### config.mk
export PLATFORM = sky130hd
export DESIGN_NAME = ysyx_25050148_csr_ctrl_flat
export DESIGN_NICKNAME = d
export VERILOG_FILES = /design/src/rtl/ysyx_25050148_csr_ctrl_pkg.sv /design/src/rtl/ysyx_25050148_csr_ctrl_if.sv /design/src/rtl/ysyx_25050148_csr_alu.sv /design/src/rtl/ysyx_25050148_csr_ctrl.sv /design/src/flat_wrapper.sv
export SDC_FILE = /design/constraint.sdc
export NUM_CORES = 1
export LEC_CHECK = 0
export ABC_CLOCK_PERIOD_IN_PS = 1640
export BUFFER_PORTS_ARGS = -buffer_cell sky130_fd_sc_hd__buf_2
export CORE_ASPECT_RATIO = 1.5
export CORE_MARGIN = 2
export CORE_UTILIZATION = 49
export CTS_CLUSTER_SIZE = 10
export DETAILED_ROUTE_END_ITERATION = 10
export GPL_ROUTABILITY_DRIVEN = 0
export PLACE_DENSITY = 0.78
export SYNTH_ARGS = -nofsm -noshare
export SYNTH_HDL_FRONTEND = slang
export SYNTH_SLANG_ARGS = --single-unit
### constraint.sdc
create_clock -name clk -period 1.64 [get_ports clk]
set_input_delay 0.164 -clock clk [delete_from_list [all_inputs] [get_ports clk]]
set_output_delay 0.164 -clock clk [all_outputs]
set_load 0.01 [all_outputs]
### src/rtl/ysyx_25050148_csr_ctrl_pkg.sv
// Shared encodings for the CSR sequencer: op codes, machine CSR addresses,
// sequencer states and the latched request record.
package ysyx_25050148_csr_ctrl_pkg;

  localparam logic [2:0] OP_CSRRW = 3'd0;
  localparam logic [2:0] OP_CSRRS = 3'd1;
  localparam logic [2:0] OP_CSRRC = 3'd2;
  localparam logic [2:0] OP_ECALL = 3'd3;
  localparam logic [2:0] OP_MRET  = 3'd4;

  localparam logic [11:0] CSR_MSTATUS = 12'h300;
  localparam logic [11:0] CSR_MTVEC   = 12'h305;
  localparam logic [11:0] CSR_MEPC    = 12'h341;
  localparam logic [11:0] CSR_MCAUSE  = 12'h342;
  localparam logic [11:0] CSR_NONE    = 12'h000;

  typedef enum logic [1:0] {S_IDLE, S_READ, S_WRITE, S_RESP} state_e;

  typedef struct packed {
    logic [2:0]  op;
    logic [11:0] csr;
    logic [31:0] src;
    logic        src_x0;
    logic [31:0] pc;
  } csr_req_t;

  function automatic logic is_illegal(input logic [2:0] op);
    return op > OP_MRET;
  endfunction

endpackage

### src/rtl/ysyx_25050148_csr_ctrl_if.sv
// Request/response, redirect and CSR-file bus between the sequencer (master)
// and its surroundings (slave: decode/execute, fetch and the CSR file).
interface ysyx_25050148_csr_ctrl_if;
  logic        req_valid;
  logic        req_ready;
  logic [2:0]  req_op;
  logic [11:0] req_csr;
  logic [31:0] req_src;
  logic        req_src_x0;
  logic [31:0] req_pc;
  logic [11:0] csr_raddr;
  logic [31:0] csr_rdata;
  logic        csr_wen;
  logic [11:0] csr_waddr1;
  logic [31:0] csr_wdata1;
  logic [11:0] csr_waddr2;
  logic [31:0] csr_wdata2;
  logic        resp_valid;
  logic [31:0] resp_rd_data;
  logic        resp_illegal;
  logic        redirect_valid;
  logic [31:0] redirect_pc;

  modport master (
    input  req_valid, req_op, req_csr, req_src, req_src_x0, req_pc, csr_rdata,
    output req_ready, csr_raddr, csr_wen, csr_waddr1, csr_wdata1, csr_waddr2,
           csr_wdata2, resp_valid, resp_rd_data, resp_illegal, redirect_valid,
           redirect_pc
  );

  modport slave (
    output req_valid, req_op, req_csr, req_src, req_src_x0, req_pc, csr_rdata,
    input  req_ready, csr_raddr, csr_wen, csr_waddr1, csr_wdata1, csr_waddr2,
           csr_wdata2, resp_valid, resp_rd_data, resp_illegal, redirect_valid,
           redirect_pc
  );
endinterface

### src/rtl/ysyx_25050148_csr_alu.sv
// Read-modify-write data path for CSRRW/CSRRS/CSRRC.
module ysyx_25050148_csr_alu
  import ysyx_25050148_csr_ctrl_pkg::*;
(
  input  logic [2:0]  op,
  input  logic [31:0] old_val,
  input  logic [31:0] src,
  output logic [31:0] wdata
);

  always_comb begin
    wdata = src;
    case (op)
      OP_CSRRS: wdata = old_val | src;
      OP_CSRRC: wdata = old_val & ~src;
      default:  wdata = src;
    endcase
  end

endmodule

### src/rtl/ysyx_25050148_csr_ctrl.sv
// CSR sequencer: IDLE -> READ -> WRITE -> RESP for CSRRW/S/C, ECALL and MRET.
// Define YSYX_25050148_CSR_ILLEGAL_TRAP_EN to turn illegal ops into a trap.
module ysyx_25050148_csr_ctrl
  import ysyx_25050148_csr_ctrl_pkg::*;
#(
  parameter logic [31:0] MCAUSE_ECALL   = 32'd11,
  parameter logic [31:0] MCAUSE_ILLEGAL = 32'd2
) (
  input  logic                        clk,
  input  logic                        rst,
  ysyx_25050148_csr_ctrl_if.master    bus
);

`ifdef YSYX_25050148_CSR_ILLEGAL_TRAP_EN
  localparam bit ILL_TRAP = 1'b1;
`else
  localparam bit ILL_TRAP = 1'b0;
`endif

  state_e      state_q, state_d;
  csr_req_t    req_q;
  logic [31:0] old_q;
  logic [31:0] alu_wdata;
  logic        ill, trap, mret, csr_op;

  assign ill    = is_illegal(req_q.op);
  assign trap   = (req_q.op == OP_ECALL) || (ILL_TRAP && ill);
  assign mret   = (req_q.op == OP_MRET);
  assign csr_op = (req_q.op == OP_CSRRW) || (req_q.op == OP_CSRRS) ||
                  (req_q.op == OP_CSRRC);

  ysyx_25050148_csr_alu u_alu (
    .op      (req_q.op),
    .old_val (old_q),
    .src     (req_q.src),
    .wdata   (alu_wdata)
  );

  always_ff @(posedge clk or negedge rst) begin
    if (!rst) begin
      state_q <= S_IDLE;
      req_q   <= '0;
      old_q   <= '0;
    end else begin
      state_q <= state_d;
      if (state_q == S_IDLE && bus.req_valid)
        req_q <= '{op: bus.req_op, csr: bus.req_csr, src: bus.req_src,
                   src_x0: bus.req_src_x0, pc: bus.req_pc};
      // A flagged-only illegal op reports zero rather than whatever the file returns.
      if (state_q == S_READ)
        old_q <= (ill && !ILL_TRAP) ? '0 : bus.csr_rdata;
    end
  end

  always_comb begin
    state_d            = state_q;
    bus.req_ready      = 1'b0;
    bus.csr_raddr      = CSR_NONE;
    bus.csr_wen        = 1'b0;
    bus.csr_waddr1     = CSR_NONE;
    bus.csr_wdata1     = '0;
    bus.csr_waddr2     = CSR_NONE;
    bus.csr_wdata2     = '0;
    bus.resp_valid     = 1'b0;
    bus.resp_rd_data   = '0;
    bus.resp_illegal   = 1'b0;
    bus.redirect_valid = 1'b0;
    bus.redirect_pc    = '0;
    case (state_q)
      S_IDLE: begin
        bus.req_ready = 1'b1;
        if (bus.req_valid) state_d = S_READ;
      end
      S_READ: begin
        if (trap)        bus.csr_raddr = CSR_MTVEC;
        else if (mret)   bus.csr_raddr = CSR_MEPC;
        else if (csr_op) bus.csr_raddr = req_q.csr;
        state_d = S_WRITE;
      end
      S_WRITE: begin
        if (trap) begin
          bus.csr_wen    = 1'b1;
          bus.csr_waddr1 = CSR_MEPC;
          bus.csr_wdata1 = req_q.pc;
          bus.csr_waddr2 = CSR_MCAUSE;
          bus.csr_wdata2 = ill ? MCAUSE_ILLEGAL : MCAUSE_ECALL;
        end else if (csr_op) begin
          // Set/clear with rs1=x0 must not write (read-only CSRs stay untouched).
          bus.csr_wen    = (req_q.op == OP_CSRRW) || !req_q.src_x0;
          bus.csr_waddr1 = req_q.csr;
          bus.csr_wdata1 = alu_wdata;
        end
        state_d = S_RESP;
      end
      S_RESP: begin
        bus.resp_valid     = 1'b1;
        bus.resp_rd_data   = old_q;
        bus.resp_illegal   = ill;
        bus.redirect_valid = trap || mret;
        bus.redirect_pc    = (trap || mret) ? old_q : '0;
        state_d            = S_IDLE;
      end
      default: state_d = S_IDLE;
    endcase
  end

endmodule

### src/flat_wrapper.sv
// flat-port wrapper written by rule: the top's interface ports become plain ports
module ysyx_25050148_csr_ctrl_flat import ysyx_25050148_csr_ctrl_pkg::*;
#(
  parameter logic [31:0] MCAUSE_ECALL   = 32'd11,
  parameter logic [31:0] MCAUSE_ILLEGAL = 32'd2
)
  (clk, rst, bus_req_valid, bus_req_op, bus_req_csr, bus_req_src, bus_req_src_x0, bus_req_pc, bus_csr_rdata, bus_req_ready, bus_csr_raddr, bus_csr_wen, bus_csr_waddr1, bus_csr_wdata1, bus_csr_waddr2, bus_csr_wdata2, bus_resp_valid, bus_resp_rd_data, bus_resp_illegal, bus_redirect_valid, bus_redirect_pc);
  ysyx_25050148_csr_ctrl_if bus_i ();
  input  logic clk;
  input  logic rst;
  input wire logic [$bits(bus_i.req_valid)-1:0] bus_req_valid;
  input wire logic [$bits(bus_i.req_op)-1:0] bus_req_op;
  input wire logic [$bits(bus_i.req_csr)-1:0] bus_req_csr;
  input wire logic [$bits(bus_i.req_src)-1:0] bus_req_src;
  input wire logic [$bits(bus_i.req_src_x0)-1:0] bus_req_src_x0;
  input wire logic [$bits(bus_i.req_pc)-1:0] bus_req_pc;
  input wire logic [$bits(bus_i.csr_rdata)-1:0] bus_csr_rdata;
  output wire logic [$bits(bus_i.req_ready)-1:0] bus_req_ready;
  output wire logic [$bits(bus_i.csr_raddr)-1:0] bus_csr_raddr;
  output wire logic [$bits(bus_i.csr_wen)-1:0] bus_csr_wen;
  output wire logic [$bits(bus_i.csr_waddr1)-1:0] bus_csr_waddr1;
  output wire logic [$bits(bus_i.csr_wdata1)-1:0] bus_csr_wdata1;
  output wire logic [$bits(bus_i.csr_waddr2)-1:0] bus_csr_waddr2;
  output wire logic [$bits(bus_i.csr_wdata2)-1:0] bus_csr_wdata2;
  output wire logic [$bits(bus_i.resp_valid)-1:0] bus_resp_valid;
  output wire logic [$bits(bus_i.resp_rd_data)-1:0] bus_resp_rd_data;
  output wire logic [$bits(bus_i.resp_illegal)-1:0] bus_resp_illegal;
  output wire logic [$bits(bus_i.redirect_valid)-1:0] bus_redirect_valid;
  output wire logic [$bits(bus_i.redirect_pc)-1:0] bus_redirect_pc;
  assign bus_i.req_valid = bus_req_valid;
  assign bus_i.req_op = bus_req_op;
  assign bus_i.req_csr = bus_req_csr;
  assign bus_i.req_src = bus_req_src;
  assign bus_i.req_src_x0 = bus_req_src_x0;
  assign bus_i.req_pc = bus_req_pc;
  assign bus_i.csr_rdata = bus_csr_rdata;
  assign bus_req_ready = bus_i.req_ready;
  assign bus_csr_raddr = bus_i.csr_raddr;
  assign bus_csr_wen = bus_i.csr_wen;
  assign bus_csr_waddr1 = bus_i.csr_waddr1;
  assign bus_csr_wdata1 = bus_i.csr_wdata1;
  assign bus_csr_waddr2 = bus_i.csr_waddr2;
  assign bus_csr_wdata2 = bus_i.csr_wdata2;
  assign bus_resp_valid = bus_i.resp_valid;
  assign bus_resp_rd_data = bus_i.resp_rd_data;
  assign bus_resp_illegal = bus_i.resp_illegal;
  assign bus_redirect_valid = bus_i.redirect_valid;
  assign bus_redirect_pc = bus_i.redirect_pc;
  ysyx_25050148_csr_ctrl #(.MCAUSE_ECALL(MCAUSE_ECALL), .MCAUSE_ILLEGAL(MCAUSE_ILLEGAL)) u_core (.clk(clk), .rst(rst), .bus(bus_i));
endmodule
==> flow_metrics.tcl <==
set metrics [dict create \
    grt_pass1_wl_um 33500 \
    post-route-drc-count 0 \
    rrSetupSlack_ns 0.05 \
    coreArea_um2 13300 \
    clk_pin_slew_ns 0.06 \
    endpoint_kind "primary output" \
    core.rowCount 52 \
    synth_area_um2 6630 \
    routed_wl_um 27100 \
    clockBufferDepth 2 \
    critPathCapture "bus_csr_wdata1[11]" \
    crit_required_ns 1.48 \
    num_vias 6716 \
    critPathKind "reg -> out" \
    r2r-end "u_core.req_q[55]" \
    area_growth_pct 71.0 \
    grt_max_degree 54 \
    ys_types 27 \
    finalCritPeriodShare 1.37 \
    fin_area_um2 11300 \
    grt_overflow 0 \
    syn_area_per_cell_um2 10.5 \
    clk_latency_ns 0.40 \
    portBuffers 246 \
    layout-drive-gt1-share 0.558 \
    setup_viol 131 \
    hp-class "in -> reg" \
    synth_edf_count 0 \
    h-tree-depth 4 \
    vdd_drop_max_uv 1400 \
    cts_tree "yes" \
    yosys_warnings 0 \
    finish.net_count 1139 \
    die_h_um 146 \
    skew_ns 0.00794 \
    reg2regPathDepth 6 \
    startpoint_type "flop" \
    die_area_um2 14500 \
    cap_violations 0 \
    crit_chain "buf_12 -> nor2b_4 -> buf_6 -> clkbuf_16 -> a31oi_1 -> a21oi_1 -> buf_2" \
    initial_core_util 0.497 \
    ant_nets 0 \
    max_stage_delay_ns 0.43 \
    finalHoldViolations 1 \
    root_buffer "clkbuf_16" \
    outcome "finished, violations left" \
    crit_arrival_ns 2.08 \
    cts_buffers 17 \
    num-fill-cells 560 \
    critPathMaxFanout 8 \
    whs_ns -0.00309 \
    fin_ws_ns -0.604 \
    placed_area_um2 8030 \
    maxSlewViolCount 0 \
    drt_iter0_drc 335 \
    crit_start "u_core.req_q[78]" \
    seq_area_um2 2860 \
    die_w_um 99.0 \
    ys_async_sr_fraction 1.00 \
    ys_seq_area_frac 0.430 \
    rsz0062_at_grt "yes" \
    powerDensity_nw_per_um2 1950 \
    critPathSlowestCell "dfrtp_2" \
    fin_crit_ns 2.24 \
    ys.flop_type "dfrtp_1" \
    multi_input_area_um2 3930 \
    dpl.hpwl_um 12200 \
    dr.pass1.iters 5 \
    clock_sinks 114 \
    dpl_worst_slack_ns 0.0516 \
    p_leak_nw 5.38 \
    fmax_ghz 0.446 \
    grt_pass1_vias 6618 \
    power_mw 22.1 \
    ios 284 \
    reg2reg_from "u_core.state_q[1]" \
    synthCells 634 \
    track_usage 0.294 \
    wire_per_inst_um 22.7 \
    synth-seq-cells 114 \
    antenna_found_initial 1 \
    violations "negative hold slack, negative setup slack" \
    viasPerCell 5.62 \
]
==> what timing repair did <==
item	CTS	global route
hold endpoints to repair	220	0
pin swaps	9	55
hold buffers	107	0
endpoints found under the setup margin	131	145
setup buffers	12	12
gates resized for setup	86	150
cloned	5	9
==> critical path: cells and delay by family, from the launching register on <==
kind / cells / cell delay (ns)
buf+inv: 4 / 0.64
compound gates: 2 / 0.47
flops: 1 / 0.43
simple gates: 1 / 0.13
==> stage by stage <==
step	setup TNS, ns	cells	utilization
2_1_floorplan	0	670	-
6_report	-37.41	1195	0.850
3_3_place_gp	0	1022	0.602
5_1_grt	-42.67	1195	0.850
4_1_cts	-29.12	1177	0.773
3_5_place_dp	0	1022	0.602
==> cells in the mapped netlist (all sizes together), types with 10 or more instances <==
cell	count	area [um2]
a22o	32	280
a21oi	42	214
clkbuf	10	37.5
and2	80	523
nor2b	33	206
dfrtp	114	2850
inv	36	135
nor2	14	60.1
a31oi	32	200
mux2	112	1260
buf	75	552
nand2	34	128
==> worst min-delay path by stage <==
stage	startpoint	end	slack [ns]	cells past startpoint
finish	bus_req_pc[22]	u_core.req_q[22]	-0.003	2
global route	bus_req_pc[22]	u_core.req_q[22]	0.004	2
CTS	bus_req_pc[22]	u_core.req_q[22]	0.001	2
detailed placement	rst	u_core.old_q[24]	0.04	1
global placement	rst	u_core.old_q[24]	0.04	1
floorplan	rst	u_core.old_q[0]	-0.13	0
==> cell usage in the layout, fill, tap and decap left out, types with 2 or more instances in the layout <==
master,synthesis,layout
conb_1,1,37
buf_6,9,75
buf_2,18,188
clkinv_2,0,3
nor2_4,1,4
a21oi_1,41,12
buf_4,48,18
buf_8,0,2
nand2b_1,4,2
a31oi_4,0,24
dlygate4sd3_1,0,107
nand2_1,34,32
clkinvlp_4,0,2
clkbuf_16,0,24
nand2b_4,0,2
o21a_1,5,5
ha_4,0,4
inv_1,36,34
a31oi_1,32,7
clkbuf_1,10,3
nor2b_1,33,31
dfrtp_2,0,4
dfrtp_1,114,110
a21oi_2,1,24
buf_16,0,2
mux2_2,112,112
and2_4,9,48
and2_1,71,32
a21oi_4,0,6
buf_12,0,17
a22o_1,32,32
bufinv_16,0,4
nor2_1,13,9
==> routing by layer <==
| metal | routed length [um] | GRT usage | vias up | share of wire |
|---|---|---|---|---|
| met5 | 0 | 0 | - | 0 |
| met4 | 1570 | 0.164 | 0 | 0.058 |
| met3 | 1760 | 0.0598 | 115 | 0.065 |
| met2 | 14300 | 0.525 | 428 | 0.53 |
| met1 | 9500 | 0.319 | 3312 | 0.35 |
| li1 | - | - | 2861 | - |
==> sequential cells by signal (all words and copies together), names as in the netlist <==
| register | cells |
|---|---|
| u_core.old_q | 32 |
| u_core.state_q | 2 |
| u_core.req_q | 80 |
==> cell type report <==
class | instances | area share
clock buffer | 21 | 0.0397
inverter | 36 | 0.0121
clock inverter | 10 | 0.0140
antenna | 1 | 0.000221
multi-input combinational | 435 | 0.347
sequential | 114 | 0.252
tap | 162 | 0.0179
timing repair buffer | 416 | 0.317
==> cell families (layout without fill, tap and decap cells) <==
kind of cell,Yosys count,after routing,share of synthesized area
AND/OR/NAND/NOR,167,167,0.146
buffers and inverters,121,483,0.109
AO/OA/AOI/OAI,114,114,0.115
flip-flops,114,114,0.430
multiplexers,112,112,0.190
adder cells (fa/ha/maj),4,4,0.00755
other,1,38,0.000566
XOR/XNOR,1,1,0.00132
==> report_power, final <==
part           total [mW]  switching [mW]  leakage (nW)  internal (mW)
sequential           5.74            1.52          1.37           4.22
clock                3.89            1.32         0.293           2.57
combinational        12.4            6.04          3.71           6.40
Power figures use the tool's default switching activity.
